`src/rtl/eth_tx_fcs_ctrl.sv`:
```
`default_nettype none
// +----------------------------------------------------------------------------+
// | eth_tx_fcs_ctrl: Ethernet TX byte sequencer. Passes frame bytes through,    |
// | zero-pads short frames and appends the CRC-32 FCS.                          |
// | Revision: 1.0                                                              |
// +----------------------------------------------------------------------------+
module eth_tx_fcs_ctrl #(
  parameter int PAD_EN  = 1,
  parameter int MIN_LEN = 60
) (
  input  logic        clk,
  input  logic        rst,
  input  logic [7:0]  s_data,
  input  logic        s_valid,
  input  logic        s_last,
  output logic        s_ready,
  output logic [7:0]  m_data,
  output logic        m_valid,
  output logic        m_last,
  input  logic        m_ready,
  output logic        frame_done,
  output logic [31:0] fcs_out
);

  localparam logic [1:0] ST_IDLE = 2'd0;
  localparam logic [1:0] ST_DATA = 2'd1;
  localparam logic [1:0] ST_PAD  = 2'd2;
  localparam logic [1:0] ST_FCS  = 2'd3;

  localparam logic [8:0]  MIN_LEN_W = 9'(MIN_LEN);
  localparam logic [31:0] CRC_INIT  = 32'hFFFF_FFFF;

  // Serial CRC-32 (poly 0x04C11DB7) with data bits fed LSB first.
  function automatic logic [31:0] crc32_d8(input logic [7:0] d, input logic [31:0] c);
    logic [31:0] r;
    logic        fb;
    r = c;
    for (int i = 0; i < 8; i++) begin
      fb = r[31] ^ d[i];
      r  = {r[30:0], 1'b0};
      if (fb) r = r ^ 32'h04C1_1DB7;
    end
    return r;
  endfunction

  logic [1:0]  state_q, state_d;
  logic [31:0] crc_q, crc_d;
  logic [7:0]  byte_cnt_q, byte_cnt_d;
  logic [1:0]  fcs_idx_q, fcs_idx_d;
  logic [7:0]  m_data_q, m_data_d;
  logic        m_valid_q, m_valid_d;
  logic        m_last_q, m_last_d;
  logic        frame_done_q, frame_done_d;
  logic [31:0] fcs_hold_q, fcs_hold_d;
  logic [31:0] fcs_out_q, fcs_out_d;

  logic        load;
  logic        accept;
  logic [7:0]  cnt_next;
  logic [8:0]  cnt_p1;
  logic        more_pad;
  logic        need_pad;
  logic [31:0] fcs_rev;

  // Bit-reversed complement: low byte is the first FCS byte on the wire,
  // and the whole word is the FCS in conventional CRC-32 notation.
  genvar gi;
  generate
    for (gi = 0; gi < 32; gi++) begin : g_fcs_rev
      assign fcs_rev[gi] = ~crc_q[31-gi];
    end
  endgenerate

  assign load     = !m_valid_q || m_ready;
  assign s_ready  = load && ((state_q == ST_IDLE) || (state_q == ST_DATA));
  assign accept   = s_valid && s_ready;
  assign cnt_next = (byte_cnt_q == 8'hFF) ? 8'hFF : byte_cnt_q + 8'd1;
  assign cnt_p1   = {1'b0, byte_cnt_q} + 9'd1;
  assign more_pad = cnt_p1 < MIN_LEN_W;
  assign need_pad = (PAD_EN != 0) && more_pad;

  always_comb begin
    state_d      = state_q;
    crc_d        = crc_q;
    byte_cnt_d   = byte_cnt_q;
    fcs_idx_d    = fcs_idx_q;
    m_data_d     = m_data_q;
    m_valid_d    = m_valid_q;
    m_last_d     = m_last_q;
    frame_done_d = 1'b0;
    fcs_hold_d   = fcs_hold_q;
    fcs_out_d    = fcs_out_q;

    if (load) begin
      case (state_q)
        ST_IDLE, ST_DATA: begin
          if (accept) begin
            m_data_d   = s_data;
            m_valid_d  = 1'b1;
            m_last_d   = 1'b0;
            crc_d      = crc32_d8(s_data, crc_q);
            byte_cnt_d = cnt_next;
            if (s_last) state_d = need_pad ? ST_PAD : ST_FCS;
            else        state_d = ST_DATA;
          end else begin
            m_valid_d = 1'b0;
          end
        end
        ST_PAD: begin
          m_data_d   = 8'h00;
          m_valid_d  = 1'b1;
          m_last_d   = 1'b0;
          crc_d      = crc32_d8(8'h00, crc_q);
          byte_cnt_d = cnt_next;
          if (!more_pad) state_d = ST_FCS;
        end
        default: begin
          // Load with m_last set means the final FCS byte is being taken.
          if (m_valid_q && m_last_q) begin
            frame_done_d = 1'b1;
            fcs_out_d    = fcs_hold_q;
            m_valid_d    = 1'b0;
            m_last_d     = 1'b0;
            crc_d        = CRC_INIT;
            byte_cnt_d   = 8'd0;
            fcs_idx_d    = 2'd0;
            state_d      = ST_IDLE;
          end else begin
            if (fcs_idx_q == 2'd0) fcs_hold_d = fcs_rev;
            m_data_d  = fcs_rev[7:0];
            m_valid_d = 1'b1;
            m_last_d  = (fcs_idx_q == 2'd3);
            crc_d     = {crc_q[23:0], 8'h00};
            fcs_idx_d = fcs_idx_q + 2'd1;
          end
        end
      endcase
    end
  end

  always_ff @(posedge clk or posedge rst) begin
    if (rst) begin
      state_q      <= ST_IDLE;
      crc_q        <= CRC_INIT;
      byte_cnt_q   <= 8'd0;
      fcs_idx_q    <= 2'd0;
      m_data_q     <= 8'h00;
      m_valid_q    <= 1'b0;
      m_last_q     <= 1'b0;
      frame_done_q <= 1'b0;
      fcs_hold_q   <= 32'h0;
      fcs_out_q    <= 32'h0;
    end else begin
      state_q      <= state_d;
      crc_q        <= crc_d;
      byte_cnt_q   <= byte_cnt_d;
      fcs_idx_q    <= fcs_idx_d;
      m_data_q     <= m_data_d;
      m_valid_q    <= m_valid_d;
      m_last_q     <= m_last_d;
      frame_done_q <= frame_done_d;
      fcs_hold_q   <= fcs_hold_d;
      fcs_out_q    <= fcs_out_d;
    end
  end

  assign m_data     = m_data_q;
  assign m_valid    = m_valid_q;
  assign m_last     = m_last_q;
  assign frame_done = frame_done_q;
  assign fcs_out    = fcs_out_q;

endmodule
`default_nettype wire

```
`config.mk`:
```
export PLATFORM = sky130hd
export DESIGN_NAME = eth_tx_fcs_ctrl
export DESIGN_NICKNAME = d
export VERILOG_FILES = /design/src/rtl/eth_tx_fcs_ctrl.sv
export SDC_FILE = /design/constraint.sdc
export NUM_CORES = 1
export LEC_CHECK = 0
export BUFFER_PORTS_ARGS = -buffer_cell sky130_fd_sc_hd__clkbuf_2
export CAP_MARGIN = 10
export CELL_PAD_IN_SITES_DETAIL_PLACEMENT = 0
export CELL_PAD_IN_SITES_GLOBAL_PLACEMENT = 1
export CORE_AREA = 2 2 104 131
export DETAILED_ROUTE_END_ITERATION = 12
export DIE_AREA = 0 0 106 133
export PLACE_DENSITY_LB_ADDON = 0.1
export SYNTH_ARGS = -nofsm -noshare
export SYNTH_HDL_FRONTEND = slang
export SYNTH_SLANG_ARGS = --single-unit
```
`constraint.sdc`:
```
create_clock -name clk -period 9.8 [get_ports clk]
set_input_delay 0.98 -clock clk [delete_from_list [all_inputs] [get_ports clk]]
set_output_delay 0.98 -clock clk [all_outputs]
set_load 0.005 [all_outputs]
```
# Word-level counts from Yosys, hierarchy flattened
# Index checks and enable logic that the tools add are counted.
# Widths: inputs -> output; s select.
# totals
ff_bits,119
latch_bits,0
ram_bits,0
romBits,0
out_inout_bits,44
wordCells,173
mem_count,0
# classes
addsub,3
multipliers,0
div_mod_pow,0
magnitude_cmp,1
eq_ne,7
shifts,0
mux,77
bitwise,57
n_reduce_logical,18
# ops
cell,n
$mux 32,37
$mux 27,16
$not 14->14,15
$pmux 32 s2,1
$mux 8,5
$not 1->1,34
$pmux 8 s2,2
$mux 2,5
$add 8x1->9 const B,1
$lt 9x6->1 const B,1
$reduce_and 3->1,3
$add 8x1->8 const B,1
$eq 8x8->1 const B,1
$mux 1,8
$reduce_and 4->1,2
$xor 1x1->1,8
$eq 2x2->1 const B,2
$logic_not 2->1,2
$ne 2x2->1 const B,2
$pmux 1 s2,2
$pmux 2 s2,1
$reduce_and 2->1,2
$logic_and 1x1->1,3
$ne 3x1->1 const B,1
other kinds (7),8

# Depth between registers and ports, before layout
# Gate-level depths: netlist of the first run.
# depth
ltp_word,41
depth_mapped,8

# Least setup slack after synthesis of the first run
# Ideal clock, no wire load.
# synth_path
kind,input-to-reg
start,input port s_data[1]
end,register crc_q[10]
setup_time_ns,0.083
t_arrival_ns,2.510
t_required_ns,9.717
setup_slack_ns,7.207
path_stages,7
path_buffers,1
cell_sequence,buf_2 -> xor2_1 -> xnor2_4 -> xnor3_1 -> xnor2_1 -> nor2_1 -> o32a_1
# synth_between
elab_chain_len,32
elab_cells_between_ends,33
# synth_rtl
element,line,text
start: declaration,13,"input logic [7:0] s_data,"
$xor 1x1->1 *,39,fb = r[31] ^ d[i];
$mux 27 *,41,if (fb) r = r ^ 32'h04C1_1DB7;
$mux 32 *,97,if (accept) begin
$mux 32 *,95,case (state_q)
$mux 32 *,94,if (load) begin
$not 14->14 (no source line),n/a,
$mux 27,41,
$mux 32 *,97,
[... 16 more ...],n/a,
$mux 27,41,
$mux 32 *,97,
$mux 32 *,95,
$mux 32 *,94,
$not 14->14 (no source line),n/a,
$mux 27 *,41,
$mux 32 *,97,
$pmux 32 s2 *,95,
end signal: assignment,155,crc_q <= crc_d;
end: declaration,47,"logic [31:0] crc_q, crc_d;"
# Every way passes the cells marked *; elsewhere a longest branch is shown, timed or not. The select of a mux whose other input is x is not followed.
# A chain may end at the register's enable or synchronous reset.

==> results.md, run 1 <==
- Post-Syn Instances: 630
- Core Area: about 13000 µm²
- Vias/cell: 5.477
- Post-CTS Setup Inserts: 0
- Initial DRC Count: approximately 260
- Data required time of the worst path: 10.10 ns
- Worst r2r path cells: 6
- Post-Synthesis Cell Area: around 6400 µm²
- Vias in the first global route: 4839
- Arrival time at the worst endpoint: between 3 and 4 ns
- DR pass1 iterations: 7
- Clock Tree Root: clkbuf_16
- Clock Skew: 0.01303 ns
- Ratio of final minimum period to clock period: between 20% and 30%
- Total gr overflow: 0
- Worst r2r src: state_q[1]
- Hold Crit Class: flop to flop
- Flops & latches, synth: about 120
- Startpoint types: primary input
- CP max FO: 37
- CP Launch Point: s_valid
- Final Setup Violations: 0
- Clock sink total: around 120
- IO Pins: 57
- Via count: 4688
- Final Slew Violations: 0
- Post-synthesis sequential area ratio: 46.79%
- Die W: 106 µm
- First-pass GRT wire length: roughly 26000 µm
- P_sw: ~1.4 mW
- Sw frac: 40.47%
- Comb pwr share: between 50% and 60%
- P_leak: between 3 and 4 nW
- Unique masters post-synth: 48
- Fraction of registers with async set/reset: between 90% and 100%
- EDFF count, synth: 0
- # fillers: 1182
- Resize count post-CTS: 0
- Pwr/cell area: 452.3 nW/µm²
- Cts hold-fix bufs: 0
- Max-Cap Viols: 0
- PortBufs: 56
- Reg-to-reg critical path endpoint: fcs_out[21]
- Antenna violations before repair: 0
- Avg WL per Cell: ~18 µm
- Largest net degree at the start of global routing: 71
- Crit Path Class: primary input to flop
- Die H: ~130 µm
- Post-route ant nets: 0
- Die area: 14100 µm²
- Worst VDD drop: roughly 0.19 mV
- Int Power: approximately 2.0 mW
- Crit end category: flop
- DRC Markers: 0
- Post-DP HPWL: between 10000 and 15000 µm
- Clock latency on the worst-skew pair: ~0.42 ns
- F_max: between 0.3 and 0.4 GHz
- Synth Flop Type: dfrtp_1
- Area occupied by multi-input gates: roughly 3200 µm²
- Worst Setup EP: fcs_out[21]
- GRT Overall Usage: about a quarter
- Layout cells sized above 1: 25.40%
- Worst Tran Pin Value: approximately 0.95 ns
- Area grow syn2layout: 15.11%
- Fin. Hold Viols: 0
- Placer Congestion: around 0.89
- Outcome: complete, no violations
- RSZ-0062 raised after global routing: false
- Routed WL: approximately 16000 µm
- Diode count: 0
- Slew headroom: a little over a third
- Seq pwr share: 30.0%
- Deepest clock path buffer count: 2
- Util after Layout: a little under three fifths
- CTS tree: yes
- Site row count: 47
- Number of CTS-inserted buffers: 17
- Nets: 688
- Minimum clock period: roughly 2.8 ns
- Syn avg cell area: 10.24 µm²
- CTS H-tree depth: 4
- Setup_tns: 0 ns
- CTS clk-pin slew, worst paths: 0.06 ns
- Syn. warnings: 0
- Clock network power share: between 10% and 20%
- Post-Syn Nets: 646
- Starting Density: about half
- FF/Latch Area: around 3000 µm²
- Reg-to-reg slack, setup: between 7 and 8 ns
-- placed cells by master (no fill, tap or decap), drive strengths merged, types with 3 or more instances in the layout --
master  instances
clkbuf         76
o22ai           6
a22o            5
a221oi          3
bufinv          3
nand2          57
a21o            4
o21a            9
mux2           32
inv             8
nand3b          5
o32a            8
nor2b           7
xnor2          84
a21oi          30
dfrtp          87
nor3            3
nor2           57
buf             7
nand2b         11
dfstp          32
clkinv          6
ha              3
o221ai          5
a31oi           9
o22a            7
xor2           29
nand3           5
o21ai          67
-- worst min path at each step --
| stage | from | cells past startpoint | slack (ns) | to |
|---|---|---|---|---|
| 5_1_grt | fcs_hold_q[11] | 2 | 0.50 | fcs_hold_q[11] |
| 6_report | fcs_hold_q[9] | 2 | 0.48 | fcs_hold_q[9] |
| 3_3_place_gp | m_data[7] | 2 | 0.46 | m_data[7] |
| 4_1_cts | fcs_hold_q[18] | 2 | 0.48 | fcs_hold_q[18] |
| 3_5_place_dp | fcs_hold_q[18] | 2 | 0.47 | fcs_hold_q[18] |
| 2_1_floorplan | fcs_hold_q[0] | 2 | 0.44 | fcs_hold_q[0] |
-- power groups by stage --
stage | logic, mW | registers (mW) | clock network, mW
final | 1.72 | 1.01 | 0.633
after global routing | 1.89 | 1.04 | 0.667
after CTS | 1.73 | 1.01 | 0.644
after detailed placement | 1.72 | 1.02 | 0
after global placement | 1.69 | 1.01 | 0
after floorplan | 1.45 | 0.878 | 0
-- cell families (layout without fill, tap and decap cells) --
kind of cell               Yosys count  after routing  synth area share (%)
AOI/OAI and AO/OA                  162            162                 15.65
xor gates and xnor gates           114            114                 17.56
adders and majority gates            3              3                0.5820
buffers and inverters               47            102                 3.317
DFF                                119            119                 46.79
muxes                               34             34                 5.897
and+or+nand+nor                    151            151                 10.20
-- critical path: stages --
cell and delay, ns:
clkbuf_2 0.11, nor2_1 0.08, nor2_2 0.12, buf_4 0.36, nand2b_1 0.22, nor2_4 0.76, mux2_2 0.42
-- final cells by class --
cell class | count | share of cell area (%)
inverters | 7 | 0.3876
well taps | 171 | 2.882
repair buffers | 63 | 4.483
clock buffers | 20 | 6.016
clock inverters | 12 | 2.039
flip-flops and latches | 119 | 40.65
multi-input cells | 464 | 43.55
-- registers in the layout, summed over array words and instances, names as in the netlist, 2 cells and up --
signal / flops
crc_q: 32
fcs_hold_q: 32
fcs_out: 32
byte_cnt_q: 8
m_data: 8
fcs_idx_q: 2
state_q: 2
-- through the flow --
| step | power [mW] | instance area, µm² | worst slack, ns | instances | hold WS [ns] |
|---|---|---|---|---|---|
| after floorplan | 2.323 | 6450 | 5.715 | 630 | 0.4444 |
| after CTS | 3.387 | 7425 | 6.961 | 856 | 0.4803 |
| final | 3.358 | 7425 | 7.015 | 856 | 0.4750 |
| after detailed placement | 2.738 | 6827 | 6.519 | 824 | 0.4662 |
| after global routing | 3.604 | 7425 | 6.794 | 856 | 0.5003 |
| after global placement | 2.694 | 6827 | 6.610 | 824 | 0.4565 |
-- per-layer routing --
layer  global-route usage [%]  part of all wire [%]
met1                    29.79                    43
met2                    40.32                    51
met3                    5.172                   3.9
met4                    9.137                   2.3
met5                        0                     0
-- synthesized netlist by cell type (all sizes together), types with 3 or more instances --
cell / instances / area, µm²
mux2: 32 / 360.4
a31oi: 9 / 56.30
o221ai: 5 / 43.79
a21oi: 30 / 150.1
nor2: 57 / 216.5
o22ai: 6 / 37.54
dfstp: 32 / 840.8
xnor2: 84 / 837.1
o32a: 8 / 80.08
o22a: 7 / 61.31
dfrtp: 87 / 2177
clkbuf: 26 / 97.59
o21ai: 67 / 335.3
nand3b: 5 / 37.54
nand2: 57 / 214.0
nand3: 5 / 25.02
buf: 14 / 90.09
a221oi: 3 / 26.28
ha: 3 / 37.54
nand2b: 11 / 68.82
a21o: 4 / 30.03
nor2b: 7 / 43.79
o21a: 9 / 67.56
nor3: 3 / 15.01
xor2: 29 / 272.8
inv: 7 / 26.28
a22o: 5 / 43.79
(Power assumes the default switching activity.)
==> inputs of run 2 (changes only) <==
--- a/config.mk
+++ b/config.mk
@@ -5,13 +5,14 @@
 export SDC_FILE = /design/constraint.sdc
 export NUM_CORES = 1
 export LEC_CHECK = 0
+export ABC_AREA = 1
 export BUFFER_PORTS_ARGS = -buffer_cell sky130_fd_sc_hd__clkbuf_2
 export CAP_MARGIN = 10
 export CELL_PAD_IN_SITES_DETAIL_PLACEMENT = 0
 export CELL_PAD_IN_SITES_GLOBAL_PLACEMENT = 1
-export CORE_AREA = 2 2 104 131
+export CORE_AREA = 2 2 124 156
 export DETAILED_ROUTE_END_ITERATION = 12
-export DIE_AREA = 0 0 106 133
+export DIE_AREA = 0 0 126 158
 export PLACE_DENSITY_LB_ADDON = 0.1
 export SYNTH_ARGS = -nofsm -noshare
 export SYNTH_HDL_FRONTEND = slang
==> constraint.sdc (replaced) <==
create_clock -name clk -period 2.5 [get_ports clk]
set_input_delay 0.25 -clock clk [delete_from_list [all_inputs] [get_ports clk]]
set_output_delay 0.25 -clock clk [all_outputs]
set_load 0.005 [all_outputs]
==> results.md, run 2 <==
- Post-Synthesis Cell Area: 7292 µm²
- CTS H-tree depth: 4
- Die H: 158 µm
- Worst r2r src: crc_q[25]
- Post-Syn Nets: about 1000
- Leading cell type by number of instances after synthesis: nand2_1
- Clock sink total: 119
- Post-route ant nets: 0
- Area occupied by multi-input gates: ~3700 µm²
- DRC Markers: 0
- Worst Tran Pin Value: around 0.72 ns
- F_max: roughly 0.44 GHz
- Routed WL: ~24000 µm
- Avg WL per Cell: between 15 and 20 µm
- Top-area cell type share of the netlist area: approximately 30%
- Largest family of logic cells by synthesized area: simple AND/OR/NAND/NOR gates
- Post-Syn Instances: 1030
- FF/Latch Area: 3018 µm²
- CP Launch Point: crc_q[25]
- Nets: around 1100
- Largest net degree at the start of global routing: 120
- Fin. Hold Viols: 0
- Tot Pwr: ~13 mW
- Post-synthesis sequential area ratio: between 40% and 50%
- Post-Synth XOR/XNOR Area: under 10%
- Unique masters post-synth: 43
- DR pass1 iterations: 5
- Arrival time at the worst endpoint: roughly 2.6 ns
- # fillers: approximately 2000
- Reg-to-reg critical path endpoint: crc_q[11]
- Number of CTS-inserted buffers: 17
- Outcome: complete, no violations
- Pwr/cell area: 1547 nW/µm²
- Startpoint types: flop
- Vias in the first global route: approximately 6600
- CP max FO: 12
- Slew headroom: 51.93%
- Antenna violations before repair: 0
- GRT Overall Usage: 25.35%
- Syn avg cell area: approximately 7 µm²
- Post-synth top area cell: dfrtp_1
- Worst r2r path cells: 12
- Placer Congestion: a little over 0.9
- Crit Path Class: flop to flop
- Post-synth top cells: nand2_1 (411), dfrtp_1 (87), inv_1 (86)
- Die area: 19910 µm²
- IO Pins: 57
- Leading post-synthesis cells by cell area: dfrtp_1 (30%), nand2_1 (21%), dfstp_2 (12%)
- Core Area: about 18000 µm²
- Compound-gate portion of the synthesized area: 11.44%
- Worst Setup EP: crc_q[11]
- Via count: just under 7000
- Worst VDD drop: about 0.58 mV
- Reg-to-reg slack, setup: about 0.22 ns
- Diode count: 0
- Post-DP HPWL: between 15000 and 20000 µm
- Max-Cap Viols: 0
- Setup_tns: 0 ns
- Minimum clock period: approximately 2.3 ns
- Clock Tree Root: clkbuf_16
- Syn. warnings: 0
- Clock Skew: 0.009477 ns
- Data required time of the worst path: roughly 2.9 ns
- Adder-cell area share of the yosys netlist: 0.5148%
- CTS tree: yes
- Initial DRC Count: approximately 470
- Crit end category: flop
- Layout Cells excl Fill: between 1000 and 1500
- Site row count: 56
- P_leak: about 4.5 nW
- Commonest non-fill, non-tap cell in the layout: nand2_1
- Hold Crit Class: primary input to async pin
- RSZ-0062 raised after global routing: false
- Deepest clock path buffer count: 2
- Flops & latches, synth: between 100 and 150
- Starting Density: 39.42%
- Clock latency on the worst-skew pair: approximately 0.42 ns
- Post-synthesis mux area share: 0%
- Total gr overflow: 0
- Synth Flop Type: dfrtp_1
- Placed Cells incl. Taps: around 1300
- EDFF count, synth: 0
- Ratio of final minimum period to clock period: between 90% and 100%
- Cts hold-fix bufs: 0
- PortBufs: 56
- Final Setup Violations: 0
- CTS clk-pin slew, worst paths: about 0.06 ns
- Simple-gate area share of the yosys netlist: 31.78%
- Die W: between 100 and 150 µm
- First-pass GRT wire length: roughly 38000 µm
- Area grow syn2layout: 16.94%
- Most frequent cells in the layout: nand2_1 (411), dfrtp_1 (87), inv_1 (84), o21ai_0 (64), nand3_1 (63)
- Layout cells sized above 1: between 10% and 20%
- Fraction of registers with async set/reset: 100.0%
- Final Slew Violations: 0
- Vias/cell: just over 5
run 2: cell types whose count changed in the layout (fill, tap and decap cells not counted), moves of 18 or more:
cell | previous run | this run
buf_4 | 7 | 25
mux2_2 | 32 | 0
inv_1 | 6 | 84
nand2_1 | 57 | 411
nand3_1 | 5 | 63
xnor2_1 | 75 | 12
run 2: kinds of logic (layout without fill, tap and decap cells):
logic type                 Yosys count  in the layout
AOI/OAI and AO/OA                  151            151
xor gates and xnor gates            57             57
adders and majority gates            3              3
buffers and inverters              134            211
DFF                                119            119
and+or+nand+nor                    566            566
run 2: power breakdown:
| group | switching [mW] | leakage [nW] | internal (mW) |
|---|---|---|---|
| Clock | 0.907 | 0.283 | 1.62 |
| Sequential | 0.921 | 1.49 | 2.87 |
| Combinational | 4.50 | 2.74 | 2.39 |
| Total | 6.33 | 4.51 | 6.87 |
run 2: stage by stage:
| stage | worst slack, ns | cell area [µm²] | utilization, % | hold WS, ns |
|---|---|---|---|---|
| CTS | 0.1222 | 8496 | 45.93 | 0.04588 |
| finish | 0.2239 | 8527 | 46.10 | 0.004096 |
| detailed placement | 0.1344 | 7894 | 42.67 | 0.4581 |
| global route | 0.009946 | 8527 | 46.10 | 0.08399 |
| floorplan | 0.8208 | 7296 | - | 0.4053 |
| global placement | 0.09877 | 7894 | 42.67 | 0.4549 |
run 2: area by class of cell:
class | count | area share (%)
Inverter | 98 | 4.402
Clock inverter | 6 | 1.056
Clock buffer | 24 | 6.001
Timing Repair Buffer | 83 | 5.957
Multi-Input combinational cell | 777 | 43.79
Sequential cell | 119 | 35.39
Tap cell | 232 | 3.404
run 2: critical path, stage by stage (launching register included):
cell and delay (ns):
dfstp_2 0.69, nand2_1 0.10, nand2_2 0.20, nand2_1 0.14, nand2_4 0.18, clkinvlp_4 0.21
nand2_1 0.10, nand2_1 0.07, nor2_1 0.23, nand2_1 0.08, nand3_1 0.09, nand2_1 0.06
inv_1 0.05
run 2: worst min-delay path by stage:
| stage | start | to | slack, ns | depth (start not counted) |
|---|---|---|---|---|
| floorplan | s_data[4] | m_data[4] | 0.41 | 2 |
| global placement | fcs_out[0] | fcs_out[0] | 0.45 | 2 |
| detailed placement | fcs_out[20] | fcs_out[20] | 0.46 | 2 |
| CTS | rst | m_data[2] | 0.05 | 3 |
| global route | rst | byte_cnt_q[0] | 0.08 | 3 |
| finish | rst | fcs_out[0] | 0.004 | 3 |
run 2: timing repair:
action	in CTS	in global routing
setup endpoints to repair	0	5
endpoints found under the hold margin	0	0
buffers inserted	0	3
gates resized for setup	0	2
run 2: metal layers:
metal,vias to the layer above,GRT usage (%),share of wire (%)
li1,3394,-,-
met1,3123,32.68,44
met2,214,41.04,46
met3,68,4.461,5.1
met4,0,12.87,4.8
met5,-,0,0
==> inputs of run 3 (changes only) <==
==> constraint.sdc (replaced) <==
create_clock -name clk -period 2 [get_ports clk]
set_input_delay 0.2 -clock clk [delete_from_list [all_inputs] [get_ports clk]]
set_output_delay 0.2 -clock clk [all_outputs]
set_load 0.005 [all_outputs]
==> results.md, run 3 (synthesis gave the netlist of run 2 again) <==
- Core Area: between 15000 and 20000 µm²
- Post-DP HPWL: 19300 µm
- Most frequent cells in the layout: nand2_1 (401), dfrtp_1 (87), inv_1 (85), buf_4 (70)
- Die area: 19910 µm²
- CP max FO: 6
- Vias/cell: ~5
- Worst path max stage delay: roughly 0.56 ns
- Data required time of the worst path: 2.34 ns
- Die W: ~130 µm
- CTS tree: yes
- Crit Path Class: flop to flop
- IO Pins: 57
- Crit end category: flop
- Minimum clock period: around 1.9 ns
- Layout cells sized above 1: between 20% and 30%
- Clock Tree Root: clkbuf_16
- Avg WL per Cell: ~18 µm
- Hold Crit Class: primary input to flop
- Placer Congestion: 0.9637
- Area grow syn2layout: 24.93%
- Setup ws final: 0.08684 ns
- Outcome: complete, no violations
- Final Setup Violations: 0
- Die H: roughly 160 µm
- Clock Skew: around 0.012 ns
- Commonest non-fill, non-tap cell in the layout: nand2_1
- Most numerous cell on the critical path: nand2_1
- CTS H-tree depth: 4
- Routed WL: around 25000 µm
- Largest net degree at the start of global routing: 51
- Worst r2r path cells: 13
- WHS Path Cells: 5
- DRC Markers: 0
- Max-Cap Viols: 0
- Antenna violations before repair: 0
- First-pass GRT wire length: between 30000 and 40000 µm
- DR pass1 iterations: 7
- Clock latency on the worst-skew pair: 0.42 ns
- Critical path cell sequence: inv_1 -> nand2_1 -> nand2_2 -> buf_4 -> nand2_1 -> nand2_4 -> inv_2 -> nand2_1 -> nand2_2 -> nand2_1 -> nand2_1 -> o21ai_1 -> a21oi_1
- Initial DRC Count: around 420
- Post-route ant nets: 0
- Pwr/cell area: just under 2000 nW/µm²
- GRT Overall Usage: a little over a quarter
- Finished Cell Area: about 9100 µm²
- Final Slew Violations: 0
- Post-place setup slack: -0.01611 ns
- Startpoint types: flop
- Slew headroom: a little over three fifths
- Via count: 7073
- Starting Density: about two fifths
- Clock sink total: 119
- Number of CTS-inserted buffers: 17
- Placed Area: ~8300 µm²
- Diode count: 0
- Vias in the first global route: ~7000
- Slowest cell on the critical path: dfstp_2
- CTS clk-pin slew, worst paths: roughly 0.06 ns
- Deepest clock path buffer count: 2
- Fin. Hold Viols: 0
- PortBufs: 56
- Ratio of final minimum period to clock period: a little over nine tenths
- Nets: 1167
- Site row count: between 50 and 60
- Total gr overflow: 0
- Arrival time at the worst endpoint: 2.26 ns
- P_leak: slightly below 5 nW
- Worst Tran Pin Value: 0.5623 ns
- Worst VDD drop: 0.8133 mV
- WP buf/inv: 3
- WP depth: 13
- F_max: between 0.5 and 0.6 GHz
- CP delay by family, top: simple AND/OR/NAND/NOR gates
==> run 3: cell count changes in the layout (fill, tap and decap cells not counted), sizes merged <==
cell         previous run  this run
clkinvlp                6         4
clkbuf                 80        74
dlygate4sd3             0         1
inv                    95       103
buf                    27        80
bufinv                  2         3
clkinv                  1         3
==> run 3: worst register-to-register path, stage by stage, from the launching register on <==
cell and delay, ns:
dfstp_2 0.56, inv_1 0.13, nand2_1 0.10, nand2_2 0.06, buf_4 0.14, nand2_1 0.09, nand2_4 0.10, inv_2 0.09
nand2_1 0.06, nand2_2 0.12, nand2_1 0.09, nand2_1 0.06, o21ai_1 0.08, a21oi_1 0.16
==> run 3: cell type report <==
cell class / count / area, µm²
fill: 1936 / 9388
multi-input combinational: 777 / 3802
sequential: 119 / 3018
timing repair buffer: 138 / 1012
clock buffer: 17 / 425.4
inverter: 98 / 371.6
tap: 232 / 290.3
clock inverter: 15 / 190.2
==> run 3: routing by layer <==
layer	vias up	wire length, µm	GRT usage (%)
met2	204	12040	44.60
met1	3293	11210	33.31
met3	57	1069	3.684
met5	-	0	0
li1	3519	-	-
met4	0	1071	12.61
==> run 3: where the power goes <==
part | total [mW] | switching (mW) | leakage, nW | internal [mW]
combinational | 10.0 | 6.13 | 3.06 | 3.88
sequential | 4.67 | 1.09 | 1.49 | 3.58
clock | 3.25 | 1.26 | 0.294 | 1.99
==> run 3: what timing repair did <==
action | in CTS | in global routing
gates resized for setup | 0 | 20
buffers inserted | 2 | 6
pin swaps | 0 | 4
setup endpoints to repair | 1 | 15
hold buffers | 1 | 0
endpoints found under the hold margin | 13 | 0
==> run 3: path summary, 6_finish.rpt <==
check,from,end,slack [ns]
worst min-delay path,s_last,state_q[1],0.11
max in group asynchronous,rst,crc_q[22],0.95
min in group asynchronous,rst,fcs_out[0],0.38
worst min register to register,fcs_hold_q[15],fcs_out[15],0.46
worst max register to register,crc_q[24],crc_q[5],0.09
worst max-delay path,crc_q[24],crc_q[5],0.09
==> run 3: through the flow <==
step / hold WS, ns / power (mW) / util, % / std cells / setup TNS [ns]
after detailed placement: 0.2810 / 14.30 / 45.07 / 1355 / -0.01611
final: 0.1053 / 17.93 / 49.25 / 1396 / 0
after global routing: 0.1293 / 19.38 / 49.25 / 1396 / -0.03479
after global placement: 0.2775 / 14.29 / 45.07 / 1355 / 0
after CTS: 0.09348 / 17.65 / 48.53 / 1390 / 0
after floorplan: 0.3553 / 10.35 / - / 1030 / 0
